==> src/rtl/shared_debounce_ctrl.sv <==
// Multi-switch debouncer: one shared timer is granted round-robin to whichever
// synchronized switch disagrees with its debounced level.
module shared_debounce_ctrl #(
  parameter  int SYS_FREQ   = 100_000_000,
  parameter  int TIME_LAPES = 10,
  parameter  int TIME_BASE  = 1000,
  parameter  int NUM_SW     = 4,
  localparam int COUNTER    = SYS_FREQ / TIME_BASE * TIME_LAPES,
  localparam int N          = $clog2(COUNTER),
  localparam int IW         = $clog2(NUM_SW)
) (
  input  logic              clk,
  input  logic              rst,
  input  logic [NUM_SW-1:0] sw,
  output logic [NUM_SW-1:0] deb,
  output logic [NUM_SW-1:0] press_tick,
  output logic [NUM_SW-1:0] release_tick,
  output logic              busy,
  output logic [IW-1:0]     active_idx
);

  typedef enum logic [1:0] {IDLE, COUNT, DONE} state_t;

  state_t            state, state_n;
  logic [NUM_SW-1:0] sync1, sync, mism;
  logic [NUM_SW-1:0] deb_n, press_n, release_n;
  logic [N-1:0]      cnt, cnt_n;
  logic [IW-1:0]     sel, sel_n, ptr, ptr_n, sel_inc, cand, idx_n;
  logic              busy_n, found;

  assign mism    = sync ^ deb;
  assign sel_inc = (sel == IW'(NUM_SW - 1)) ? '0 : sel + 1'b1;

  always_comb begin
    state_n   = state;
    cnt_n     = cnt;
    sel_n     = sel;
    ptr_n     = ptr;
    deb_n     = deb;
    press_n   = '0;
    release_n = '0;
    found     = 1'b0;
    cand      = '0;
    case (state)
      IDLE: begin
        cnt_n = '0;
        // First mismatch scanning upward from ptr with wrap-around.
        for (int unsigned k = 0; k < NUM_SW; k++) begin
          cand = IW'((32'(ptr) + k) % NUM_SW);
          if (!found && mism[cand]) begin
            found   = 1'b1;
            sel_n   = cand;
            state_n = COUNT;
          end
        end
      end
      COUNT: begin
        if (!mism[sel]) begin
          state_n = IDLE;
          ptr_n   = sel_inc;
          cnt_n   = '0;
        end else if (cnt == N'(COUNTER - 1)) begin
          deb_n[sel]     = sync[sel];
          press_n[sel]   = sync[sel];
          release_n[sel] = ~sync[sel];
          state_n        = DONE;
        end else begin
          cnt_n = cnt + 1'b1;
        end
      end
      DONE: begin
        state_n = IDLE;
        ptr_n   = sel_inc;
        cnt_n   = '0;
      end
      default: state_n = IDLE;
    endcase
    // Status outputs are registered, so derive them from the next state.
    busy_n = (state_n != IDLE);
    idx_n  = busy_n ? sel_n : ptr_n;
  end

  always_ff @(posedge clk or negedge rst) begin
    if (!rst) begin
      state        <= IDLE;
      sync1        <= '0;
      sync         <= '0;
      cnt          <= '0;
      sel          <= '0;
      ptr          <= '0;
      deb          <= '0;
      press_tick   <= '0;
      release_tick <= '0;
      busy         <= 1'b0;
      active_idx   <= '0;
    end else begin
      state        <= state_n;
      sync1        <= sw;
      sync         <= sync1;
      cnt          <= cnt_n;
      sel          <= sel_n;
      ptr          <= ptr_n;
      deb          <= deb_n;
      press_tick   <= press_n;
      release_tick <= release_n;
      busy         <= busy_n;
      active_idx   <= idx_n;
    end
  end

endmodule

==> config.mk <==
export PLATFORM = sky130hd
export DESIGN_NAME = shared_debounce_ctrl
export DESIGN_NICKNAME = d
export VERILOG_FILES = /design/src/rtl/shared_debounce_ctrl.sv
export SDC_FILE = /design/constraint.sdc
export NUM_CORES = 1
export LEC_CHECK = 0
export CAP_MARGIN = 5
export CORE_MARGIN = 1
export CORE_UTILIZATION = 32
export CTS_BUF_LIST = sky130_fd_sc_hd__clkbuf_8
export CTS_CLUSTER_DIAMETER = 80
export CTS_CLUSTER_SIZE = 20
export DETAILED_ROUTE_END_ITERATION = 7
export PLACE_DENSITY_LB_ADDON = 0.3
export SETUP_SLACK_MARGIN = 0.1
export SLEW_MARGIN = 5
export SYNTH_ARGS = -nofsm -noshare
export SYNTH_HDL_FRONTEND = slang
export SYNTH_SLANG_ARGS = --single-unit
==> constraint.sdc <==
create_clock -name clk -period 3.05 [get_ports clk]
set_input_delay 0.61 -clock clk [delete_from_list [all_inputs] [get_ports clk]]
set_output_delay 0.61 -clock clk [all_outputs]
set_load 0.01 [all_outputs]
Yosys cells after proc, flatten, opt, wreduce, memory -nomap -nowiden
Index checks and enable logic that the tools add are counted.
- output and inout port bits: 15
- bits of input ports: 6
- flip-flop bits (word level): 49
- logic and storage cells: 90
- add/sub/neg operators: 5
- bitwise logic cells: 4
- reduce and logical (&&, ||, !) cells: 13
- equality and inequality tests: 5
- order comparisons: 6
- multiplexer cells: 46
- operator list (cell ; count):
    $mux 20 ; 2
    $pmux 20 s2 ; 1
    $mux 2 ; 14
    $mux 4 ; 6
    $add 20x1->20 const B ; 1
    $eq 20x20->1 const B ; 1
    $lt 2x3->1 const B ; 5
    $mux 1 ; 13
    $bmux 1 s2 ; 6
    $and 4x4->4 ; 2
    $pmux 2 s2 ; 2
    $add 2x1->2 const B ; 2
    $add 2x2->2 const B ; 2
    $bwmux 4 ; 1
    $eq 2x2->1 const B ; 2
    $logic_and 1x1->1 ; 4
    $reduce_bool 2->1 ; 2
    $xor 4x4->4 ; 1
    $logic_not 1->1 ; 3
    $ne 3x3->1 const B ; 1
    $reduce_and 3->1 ; 1
    $demux 1 s2 ; 1
    $eq 2x1->1 const B ; 1
    $ge 2x1->1 const B ; 1
    other kinds (4) ; 4

Depth between registers and ports, before layout
- depth after elaboration: 19
- depth in mapped cells: 9
- depth with buffers taken out: 8

Least setup slack after synthesis
OpenSTA, ideal clock, no wires.
- kind: register to register
- start point: register sel[1]
- end point: register active_idx[0]
- stages on the path, launching flop included: 6
- clock period less this slack: 2.276 ns
- setup slack: 0.774 ns
- data required time: 2.925 ns
- buffers on the path: 1
- arrival time: 2.152 ns
- setup time: 0.125 ns
- cell sequence: dfrtp_1 -> clkbuf_1 -> mux4_2 -> nor4_4 -> a211o_1 -> mux2_2
- cells in the longest elaborated chain, start to end: 6
- elaborated cells between the ends (all ways): 10
- classes of those cells: eq/ne (1); mux (8); reduce/logical (1)
- RTL lines (element ; line ; source):
    start, declared ; 28 ; logic [IW-1:0] sel, sel_n, ptr, ptr_n, sel_inc, cand, idx_n;
    start signal, assigned ; 101 ; sel <= sel_n;
    $bmux 1 s2 ; 58 ; if (!mism[sel]) begin
    $mux 1 (not written as such) ; 58 ;
    $mux 2 ; 58 ;
    $pmux 2 s2 ; 44 ; case (state)
    $reduce_bool 2->1 ; 79 ; busy_n = (state_n != IDLE);
    via busy_n ; 29 ; logic busy_n, found;
    $mux 2 ; 80 ; idx_n = busy_n ? sel_n : ptr_n;
    via idx_n[0] ; 28 ;
    end signal, assigned ; 107 ; active_idx <= idx_n;
    end, declared ; 19 ; output logic [IW-1:0] active_idx
The timed path passes the listed nets, and every way through them passes these cells. The select of a mux whose other input is x is not followed.
A chain may end at the register's enable or synchronous reset.

Final worst setup path
- start point: register deb[3]
- end point: register active_idx[0]
- cells in the longest elaborated chain, start to end: 19
- elaborated cells between the ends (all ways): 38
- classes of those cells: mux (30); bitwise (1); reduce/logical (7)
- RTL lines (element ; line ; source):
    start, declared ; 15 ; output logic [NUM_SW-1:0] deb,
    start signal, assigned ; 103 ; deb <= deb_n;
    $xor 4x4->4 * ; 31 ; assign mism = sync ^ deb;
    $bmux 1 s2 ; 50 ; if (!found && mism[cand]) begin
    $mux 1 (not written as such) ; 50 ;
    $mux 1 ; 50 ;
    $mux 1 ; 44 ;
    $logic_not 1->1 ; 50 ;
    $logic_and 1x1->1 ; 50 ;
    $mux 1 ; 50 ;
    [... 5 more ...] ; n/a ;
    $logic_not 1->1 ; 50 ;
    $logic_and 1x1->1 ; 50 ;
    $mux 2 ; 50 ;
    $pmux 2 s2 * ; 44 ;
    $reduce_bool 2->1 * ; 79 ;
    via busy_n ; 29 ;
    $mux 2 * ; 80 ;
    via idx_n[0] ; 28 ;
Mark *: on every way through the listed nets, which the timed path passes. The rest lies on a longest branch. The select of a mux whose other input is x is not followed.

==> impl_metrics.csv <==
group,metric,value,unit
cts,clock_latency,320,ps
cells_and_area,synthToLayoutAreaGrowth,16.8,%
cts,clock-sinks,49,
synth,ys_warn_count,0,
placement,globalplace.congestion,0.853,
drt,vias,1903,
drt,drt_first_pass_iters,4,
synth,syn_nets,258,
drt,ant_nets,0,
synth,ys.flop_type,"dfrtp_1",
setup_path,crit_family,"multiplexers",
global_route,grt.total_usage,0.136,
setup_path,crit_slowest_cell,"mux4_2",
timing,fin_crit,2460,ps
global_route,grt_pass1_wl,8920,um
cells_and_area,diodes,0,
synth,async_flop_share,1.00,
worst_hold_path,hold_path.class,"in -> async",
cells_and_area,num-fill-cells,748,
setup_path,crit_buf_inv,0,
drt,drcViolationCount,0,
floorplanning,die-area,0.00808,mm2
cts,htree_num_levels,2,
global_route,antenna_found_initial,0,
cts,cts_resized,0,
outcome,outcome,"finished clean",
timing,rsz0062_at_grt,"false",
floorplanning,chipHeight,89.9,um
timing,finalSetupViolCount,0,
cts,cts_tree,"yes",
setup_path,worstSetupPathType,"reg -> reg",
timing,slew_headroom,0.460,
setup_path,cp_data_arrival_time,2670,ps
cts,numCtsBuffers,5,
global_route,grt_pass1_vias,1892,
timing,min_period_over_period,0.807,
cts,cts_root_buffer,"clkbuf_8",
global_route,grt_overflow,0,
synth,synth_area,0.00247,mm2
synth,synth-seq-cells,49,
floorplanning,initial_utilization,0.335,
flow_run,cap_violations,0,
timing,setup_tns,0,ps
setup_path,worst_path_largest_cell_delay,590,ps
cts,clockBufferDepth,2,
placement,dp_hpwl,3780,um
timing,fin_ws,590,ps
floorplanning,core,0.00737,mm2
setup_path,cp-startpoint,"deb[3]",
drt,drt-initial-drc-count,56,
cts,holdBufCountCts,0,
drt,wl,5150,um
timing,fmax,0.406,GHz
synth,synth_seq_area_share,0.496,
drt,routed_via_density,5.16,
setup_path,cp.required,3260,ps
power_and_ir_drop,power_density,631,mW/mm2
synth,synth.distinct_cells,41,
power_and_ir_drop,power.total,0.00182,W
synth,syn_inst,244,
setup_path,cp-end-kind,"flip-flop",
timing,fin_skew,10.1,ps
cells_and_area,fin_nets,283,
setup_path,critPathLaunchType,"flip-flop",
timing,drv_slew,0,
power_and_ir_drop,total_leakage_power,1.25,nW
setup_path,r2r_start,"deb[3]",
placement,port-buffer-count,20,
timing,tightest_slew,810,ps
floorplanning,fp.dieW,89.9,um
setup_path,crit_chain,"xnor2_1 > mux4_2 > nor4_4 > a211o_1 > mux2_2",
synth,synth_area_per_cell,10.1,um2
synth,synth_edf_count,0,
drt,drt-wirelength-per-cell,14.0,um
cells_and_area,drive_gt1_frac,0.0778,
cts,clk_pin_slew,100,ps
cts,post-cts-setup-buffer-count,0,
placement,pre_cts_slack,575,ps
floorplanning,rows,31,
timing,hold_viol,0,
power_and_ir_drop,irDropWorstVdd,0.000412,V
setup_path,crit_fanout,10,
global_route,grt_max_degree,19,
floorplanning,io_pins,21,
[kinds of logic (layout without fill, tap and decap cells)]
logic type / Yosys count / count (layout) / synth area share
AND/OR/NAND/NOR: 103 / 103 / 0.214
AO/OA/AOI/OAI: 46 / 46 / 0.120
buffers and inverters: 13 / 39 / 0.0202
flip-flops: 49 / 49 / 0.496
XOR/XNOR: 18 / 18 / 0.0638
adder cells (fa/ha/maj): 8 / 8 / 0.0405
multiplexers: 7 / 7 / 0.0456
[registers in the layout, indices dropped and copies added (netlist names)]
register	flops
sel	2
release_tick	4
ptr	2
deb	4
active_idx	2
busy	1
state	2
sync	4
sync1	4
cnt	20
press_tick	4
[synth_stat cells (all sizes together), types with 2 or more instances]
cell type,number,area share
nand3,10,0.020
nor3b,2,0.0061
a221oi,2,0.0071
xor2,8,0.028
mux2,4,0.018
and2,6,0.015
and3,8,0.020
ha,8,0.041
nand4,5,0.013
o31ai,6,0.018
a31oi,3,0.0076
xnor2,10,0.035
nor4,6,0.021
a22oi,2,0.0061
o21ai,16,0.032
a21o,4,0.012
mux4,3,0.027
nor3,6,0.012
inv,9,0.014
clkbuf,3,0.0046
nand2,30,0.049
a21oi,6,0.012
dfrtp,49,0.50
nor2,24,0.037
[per-layer routing]
metal  share of wire  wire length [um]  GRT usage
met1            0.48              2470      0.174
met2            0.46              2390      0.221
met3           0.034               174     0.0313
met4           0.023               121     0.0565
met5               0                 0          0
[worst paths after layout]
check | cells past startpoint | end | slack [ps]
max reg2reg | 5 | active_idx[0] | 590
min in group clk | 0 | sync[0] | 360
max | 5 | active_idx[0] | 590
min reg2reg | 0 | sync[0] | 360
max in group asynchronous | 2 | cnt[18] | 2320
min | 1 | sync1[0] | 180
[area by class of cell]
class / instances / area [um2] / area share
multi-input cells: 182 / 1190 / 0.414
inverters: 9 / 33.8 / 0.0117
clock buffers: 5 / 68.8 / 0.0238
well taps: 99 / 124 / 0.0429
clock inverters: 3 / 28.8 / 0.00997
repair buffers: 22 / 210 / 0.0728
flip-flops and latches: 49 / 1230 / 0.425
[report_power, final]
part           switching [W]  leakage (nW)  total, W  internal [W]
Sequential         0.0000843         0.655  0.000793      0.000708
Clock               0.000250        0.0506  0.000422      0.000172
Combinational       0.000358         0.544  0.000605      0.000247
Total               0.000692          1.25   0.00182       0.00113
[metrics by stage]
step           utilization  cells  cell area [um2]  hold slack [ps]
6_report             0.392    369             2890              177
5_1_grt              0.392    369             2890              186
3_5_place_dp         0.378    361             2790              336
3_3_place_gp         0.378    361             2790              335
4_1_cts              0.392    369             2890              186
2_1_floorplan            -    244             2470              314
[layout by cell type (no fill, tap or decap), drive strengths merged, types with 2 or more instances in the layout]
cell type	count
dfrtp	49
nand2	30
nor2	24
clkdlybuf4s50	19
o21ai	16
inv	11
xnor2	10
nand3	10
xor2	8
and3	8
ha	8
a21oi	6
and2	6
o31ai	6
nor3	6
nor4	6
nand4	5
clkbuf	5
a21o	4
mux2	4
mux4	3
a31oi	3
buf	3
a221oi	2
nor3b	2
a22oi	2
Note: power is estimated with default switching activity, not from simulation.
==> RTL edit 1: new RTL, same settings <==
Re-encode `state_t` (3 states) as one-hot, 3 bits wide.
--- a/src/rtl/shared_debounce_ctrl.sv
+++ b/src/rtl/shared_debounce_ctrl.sv
@@ -20,5 +20,5 @@
 );
 
-  typedef enum logic [1:0] {IDLE, COUNT, DONE} state_t;
+  typedef enum logic [2:0] {IDLE = 3'b001, COUNT = 3'b010, DONE = 3'b100} state_t;
 
   state_t            state, state_n;
Formal check against the unedited RTL: same outputs for any inputs over 10 cycles, from zero or initial values and one cycle with rst low; not proved beyond that.
==> RTL edit 1 against the original RTL <==
Die area increased by 6.6%. Core utilization down 0.39 points. Sequential cell count grew 1. Final area grew 5.4%. Fmax is 5.2% higher. Power is 10% higher. Non-clock buffer count unchanged. Clock skew is 0.0011 ns lower. Sequential power up 5.9%. Worst setup slack improved by 0.12 ns. Global-route usage rose by 0.22 points. Routed wire length rose by 3.4%. Area after synthesis grew 6.8%.
==> RTL edit 1: results (changes against the original RTL) <==
outcome:
  status: "finished clean"  # unchanged
route:
  routed_wire_length_per_instance_microns: 14.2  # was 14.0 microns
  drt_iter0_drc: 80  # was 56
  vias_per_cell: 5.13  # was 5.16
critical_path:
  worst_r2r_path_depth: 6  # was 5
  arrival_ns: 2.54  # was 2.67 ns
  worstReg2RegStart: "deb[2]"  # was deb[3]
  crit_family: "XOR/XNOR gates"  # was multiplexers
  slowest_stage: "xor2_1"  # was mux4_2
  reg2reg_to: "deb[1]"  # was active_idx[0]
  cpPeakStageDelay_ns: 0.54  # was 0.59 ns
  crit_fanout: 9  # was 10
synth:
  synthAdderAreaFrac_pct: 2.37  # was 4.05%
  ys_warn_count: 0  # unchanged
  synth-xor-area-share_pct: 7.92  # was 6.38%
  yosysSeqAreaShare_pct: 47.5  # was 49.6%
  synth_commonest_cells: "dfrtp_1, nor2_1, nand2_1, xor2_1, nand3_1"  # was dfrtp_1, nand2_1, nor2_1, o21ai_0
  synth_flop_cell: "dfrtp_1"  # unchanged
  synth_compound_area_share_pct: 11.3  # was 11.9%
  synth_mux_area_share_pct: 4.93  # was 4.56%
  synthTopCellsByArea: "dfrtp_1, xor2_1, nand3_1"  # was dfrtp_1, nand2_1, ha_1
  synthesis.nets: 263  # was 258
  synth_cell_types: 54  # was 41
placement:
  gp_congestion: 0.860  # was 0.853
  pre_cts_ws_ns: 0.768  # was 0.575 ns
  dp_hpwl_microns: 3930  # was 3780 microns
clock_network:
  htree_levels: 2  # unchanged
  worstSkewPairLatency_ns: 0.30  # was 0.32 ns
  clockRootBuffer: "clkbuf_8"  # unchanged
  post_cts.repair.setup_buffers: 0  # unchanged
  ctsResizeCount: 0  # unchanged
  clockBufferDepth: 2  # unchanged
power:
  ir_drop_mv: 0.436  # was 0.412 mV
  power_switching_w: 0.000736  # was 0.000692 W
  cellLeakagePower_nw: 1.34  # was 1.25 nW
timing:
  skew_ns: 0.00909  # was 0.0101 ns
  worst_pin_slew_ns: 0.636  # was 0.810 ns
  setup_viol: 0  # unchanged
  timing.final.ws_setup_ns: 0.711  # was 0.590 ns
grt:
  grt_pass1_vias: 1941  # was 1,892
  grt_max_degree: 27  # was 19
  grt_first_pass_wirelength_microns: 9450  # was 8920 microns
  track_usage_pct: 13.8  # was 13.6%
finish:
  drive_gt1_share_pct: 12.0  # was 7.78%
  nets: 284  # was 283
  diodes: 0  # unchanged
  largest_register_ffs: 20  # unchanged
flow_run:
  cap_violations: 0  # unchanged
-- RTL edit 1: power groups by stage --
stage	Sequential [W]	Clock, W	Combinational [W]
after detailed placement	0.000853	0	0.000718
after floorplan	0.000815	0	0.000549
after global routing	0.000857	0.000496	0.000805
final	0.000840	0.000455	0.000714
after CTS	0.000840	0.000470	0.000722
after global placement	0.000853	0	0.000713
-- RTL edit 1: how the worst max path moves through the flow --
stage                         from     end  cells after the start
after global placement      deb[2]  deb[1]                      6
final                       deb[2]  deb[1]                      6
after floorplan           state[0]  cnt[8]                      7
after global routing        deb[2]  deb[1]                      6
after detailed placement    deb[2]  deb[1]                      6
after CTS                   deb[2]  deb[1]                      6
-- RTL edit 1: per-layer routing --
| metal | part of all wire, % | GRT usage [%] | wire (microns) |
|---|---|---|---|
| met5 | 0 | 0 | 0 |
| met4 | 0.84 | 3.08 | 45 |
| met3 | 4.2 | 2.38 | 223 |
| met2 | 43 | 20.9 | 2310 |
| met1 | 52 | 20.5 | 2750 |
-- RTL edit 1: final cells by class --
| type | instances | area (sq um) |
|---|---|---|
| Clock inverter | 3 | 40.0 |
| Multi-Input combinational cell | 185 | 1310 |
| Inverter | 9 | 33.8 |
| Timing Repair Buffer | 22 | 210 |
| Sequential cell | 50 | 1250 |
| Fill cell | 807 | 4800 |
| Tap cell | 102 | 128 |
| Clock buffer | 5 | 68.8 |
-- RTL edit 1: logic make-up after synthesis --
group,after synthesis
DFF,50
buffers and inverters,17
adders and majority gates,5
AOI/OAI and AO/OA,40
and+or+nand+nor,108
muxes,9
xor gates and xnor gates,23
-- RTL edit 1: metrics by stage --
step	utilization [%]	total power [W]	std cells	hold slack (ns)	instance area, sq um
after floorplan	-	0.00136	252	0.314	2640
after global placement	37.4	0.00157	368	0.333	2930
after detailed placement	37.4	0.00157	368	0.336	2930
after CTS	38.8	0.00203	376	0.313	3040
after global routing	38.8	0.00216	376	0.336	3040
final	38.8	0.00201	376	0.295	3040
-- RTL edit 1: worst reg2reg max path, delay by kind of cell, from the launching register on --
family | cells | cell delay, ns
XOR/XNOR | 1 | 0.54
AND/OR/NAND/NOR | 2 | 0.36
AO/OA/AOI/OAI | 1 | 0.20
buffers and inverters | 1 | 0.24
flip-flops | 1 | 0.45
multiplexers | 1 | 0.46
==> RTL edit 2: new RTL, config.mk and constraints unchanged <==
Without the edit above. Set the parameter `TIME_LAPES` to 5 (it was 10).
--- a/src/rtl/shared_debounce_ctrl.sv
+++ b/src/rtl/shared_debounce_ctrl.sv
@@ -3,5 +3,5 @@
 module shared_debounce_ctrl #(
   parameter  int SYS_FREQ   = 100_000_000,
-  parameter  int TIME_LAPES = 10,
+  parameter  int TIME_LAPES = 5,
   parameter  int TIME_BASE  = 1000,
   parameter  int NUM_SW     = 4,
Check against the original RTL: same outputs for any inputs over 10 cycles, from zero or initial values and one cycle with rst low; that may be too few to reach the edited logic, so the function may still have changed.
==> RTL edit 2 against the original RTL <==
Final area rose by 5.9%. Clock skew rose by 0.0045 ns. Routed wire length rose by 7.2%. Sequential cell count fell by 1. Non-clock buffer count rose by 2. Worst setup slack improved by 0.0098 ns. Power rose by 16%. Area after synthesis rose by 5.3%. Synthesized cell count rose by 4.9%.
==> RTL edit 2: results (changes against the original RTL) <==
critical_path:
  startpoint: "state[1]"  # was deb[3]
  crit_fanout: 12  # was 10
  cp-endpoint: "cnt[17]"  # was active_idx[0]
  ff2ff_setup_slack_ns: 0.60
  arrival_ns: 2.69  # was 2.67 ns
  worst_r2r_path_depth: 7  # was 5
synth:
  synth-xor-area-share_pct: 5.38  # was 6.38%
  synthTopCellsByArea: "dfrtp_1, ha_1, xor2_1"  # was dfrtp_1, nand2_1, ha_1
  yosysSeqAreaShare_pct: 46.2  # was 49.6%
  ys_warn_count: 0  # unchanged
  synth_mux_area_share_pct: 4.71  # was 4.56%
  async_flop_share_pct: 100  # unchanged
  synth_compound_area_share_pct: 16.1  # was 11.9%
  synthAdderAreaFrac_pct: 3.85  # was 4.05%
  synthesis.nets: 270  # was 258
  synth_cell_types: 55  # was 41
  synth_commonest_cells: "dfrtp_1, nor2_1, nand3_1, o21ai_0, nand2_1"  # was dfrtp_1, nand2_1, nor2_1, o21ai_0
clock_network:
  worstSkewPairLatency_ns: 0.31
  cts_made_buffers: 5  # unchanged
  ctsResizeCount: 0  # unchanged
  htree_levels: 2  # unchanged
  clockRootBuffer: "clkbuf_8"  # unchanged
  clockBufferDepth: 2  # unchanged
  post_cts.repair.setup_buffers: 0  # unchanged
  path_clk_slew_ns: 0.10  # about the same
grt:
  grt_max_degree: 49  # was 19
  grt_first_pass_wirelength_microns: 9660  # was 8920 microns
  antenna_found_initial: 0  # unchanged
  track_usage_pct: 14.3  # was 13.6%
finish:
  nets: 294  # was 283
  largest_register_ffs: 19  # was 20
  drive_gt1_share_pct: 10.3  # was 7.78%
  top_register: "cnt"  # unchanged
  diodes: 0  # unchanged
placement:
  dp_hpwl_microns: 3930  # was 3780 microns
  io_buffer_count: 20  # unchanged
  gp_congestion: 0.888  # was 0.853
outcome:
  status: "finished clean"  # unchanged
timing:
  worst_pin_slew_ns: 1.04  # was 0.810 ns
  hold_ws_ns: 0.356  # was 0.177 ns
  skew_ns: 0.0147  # was 0.0101 ns
min_path:
  min-delay-path-class: "flip-flop to flip-flop"  # was input port to asynchronous set/reset pin
  worstHoldStart: "sync1[1]"
  whs_endpoint: "sync[1]"
  holdPathStages: 0
route:
  routed_wire_length_per_instance_microns: 14.4  # was 14.0 microns
  vias: 2026  # was 1,903
  drt_iter0_drc: 75  # was 56
  drt_pass1_iterations: 4  # unchanged
power:
  ir_drop_mv: 0.421  # was 0.412 mV
  cellLeakagePower_nw: 1.28  # was 1.25 nW
RTL edit 2: cell count changes in the layout (fill, tap and decap cells not counted), moves of 3 or more:
cell / change
a21oi_1: +5
nand2_1: -15
o22ai_1: +3
xnor2_1: -5
nor4_1: -3
a22o_1: +5
xor2_1: +3
nand3_1: +6
and2_1: +3
RTL edit 2: routing by layer:
layer / track usage [%] / routed length [microns] / vias to the layer above
met3: 2.57 / 234 / 8
met4: 5.08 / 82 / 0
met1: 20.0 / 2690 / 989
li1: - / - / 986
met2: 22.1 / 2520 / 43
met5: 0 / 0 / -
RTL edit 2: report_power, final:
part	switching [W]	leakage [nW]	internal (W)
clock network	0.000233	0.0687	0.000330
logic	0.000454	0.569	0.000309
registers	0.0000882	0.638	0.000700
RTL edit 2: critical path, cell delays in order (launching register included):
cell and delay (ns):
dfrtp_1 0.44, inv_1 0.10, ha_1 0.39, nor3_1 0.15, nor3b_1 0.47, nand4_1 0.21, or4_1 0.53, o211ai_1 0.10
RTL edit 2: metrics by stage:
stage | setup WS [ns] | area (sq um) | std cells | power, W
6_report | 0.599 | 3060 | 383 | 0.00212
5_1_grt | 0.309 | 3060 | 383 | 0.00225
4_1_cts | 0.603 | 3060 | 383 | 0.00213
3_5_place_dp | 0.607 | 2920 | 375 | 0.00156
3_3_place_gp | 0.696 | 2920 | 375 | 0.00156
2_1_floorplan | 0.923 | 2600 | 256 | 0.00132
RTL edit 2: area by class of cell:
class | instances | area, sq um
multi-input combinational | 193 | 1340
timing repair buffer | 24 | 225
clock inverter | 3 | 68.8
clock buffer | 5 | 68.8
inverter | 8 | 30.0
sequential | 48 | 1200
fill | 773 | 4750
tap | 102 | 128
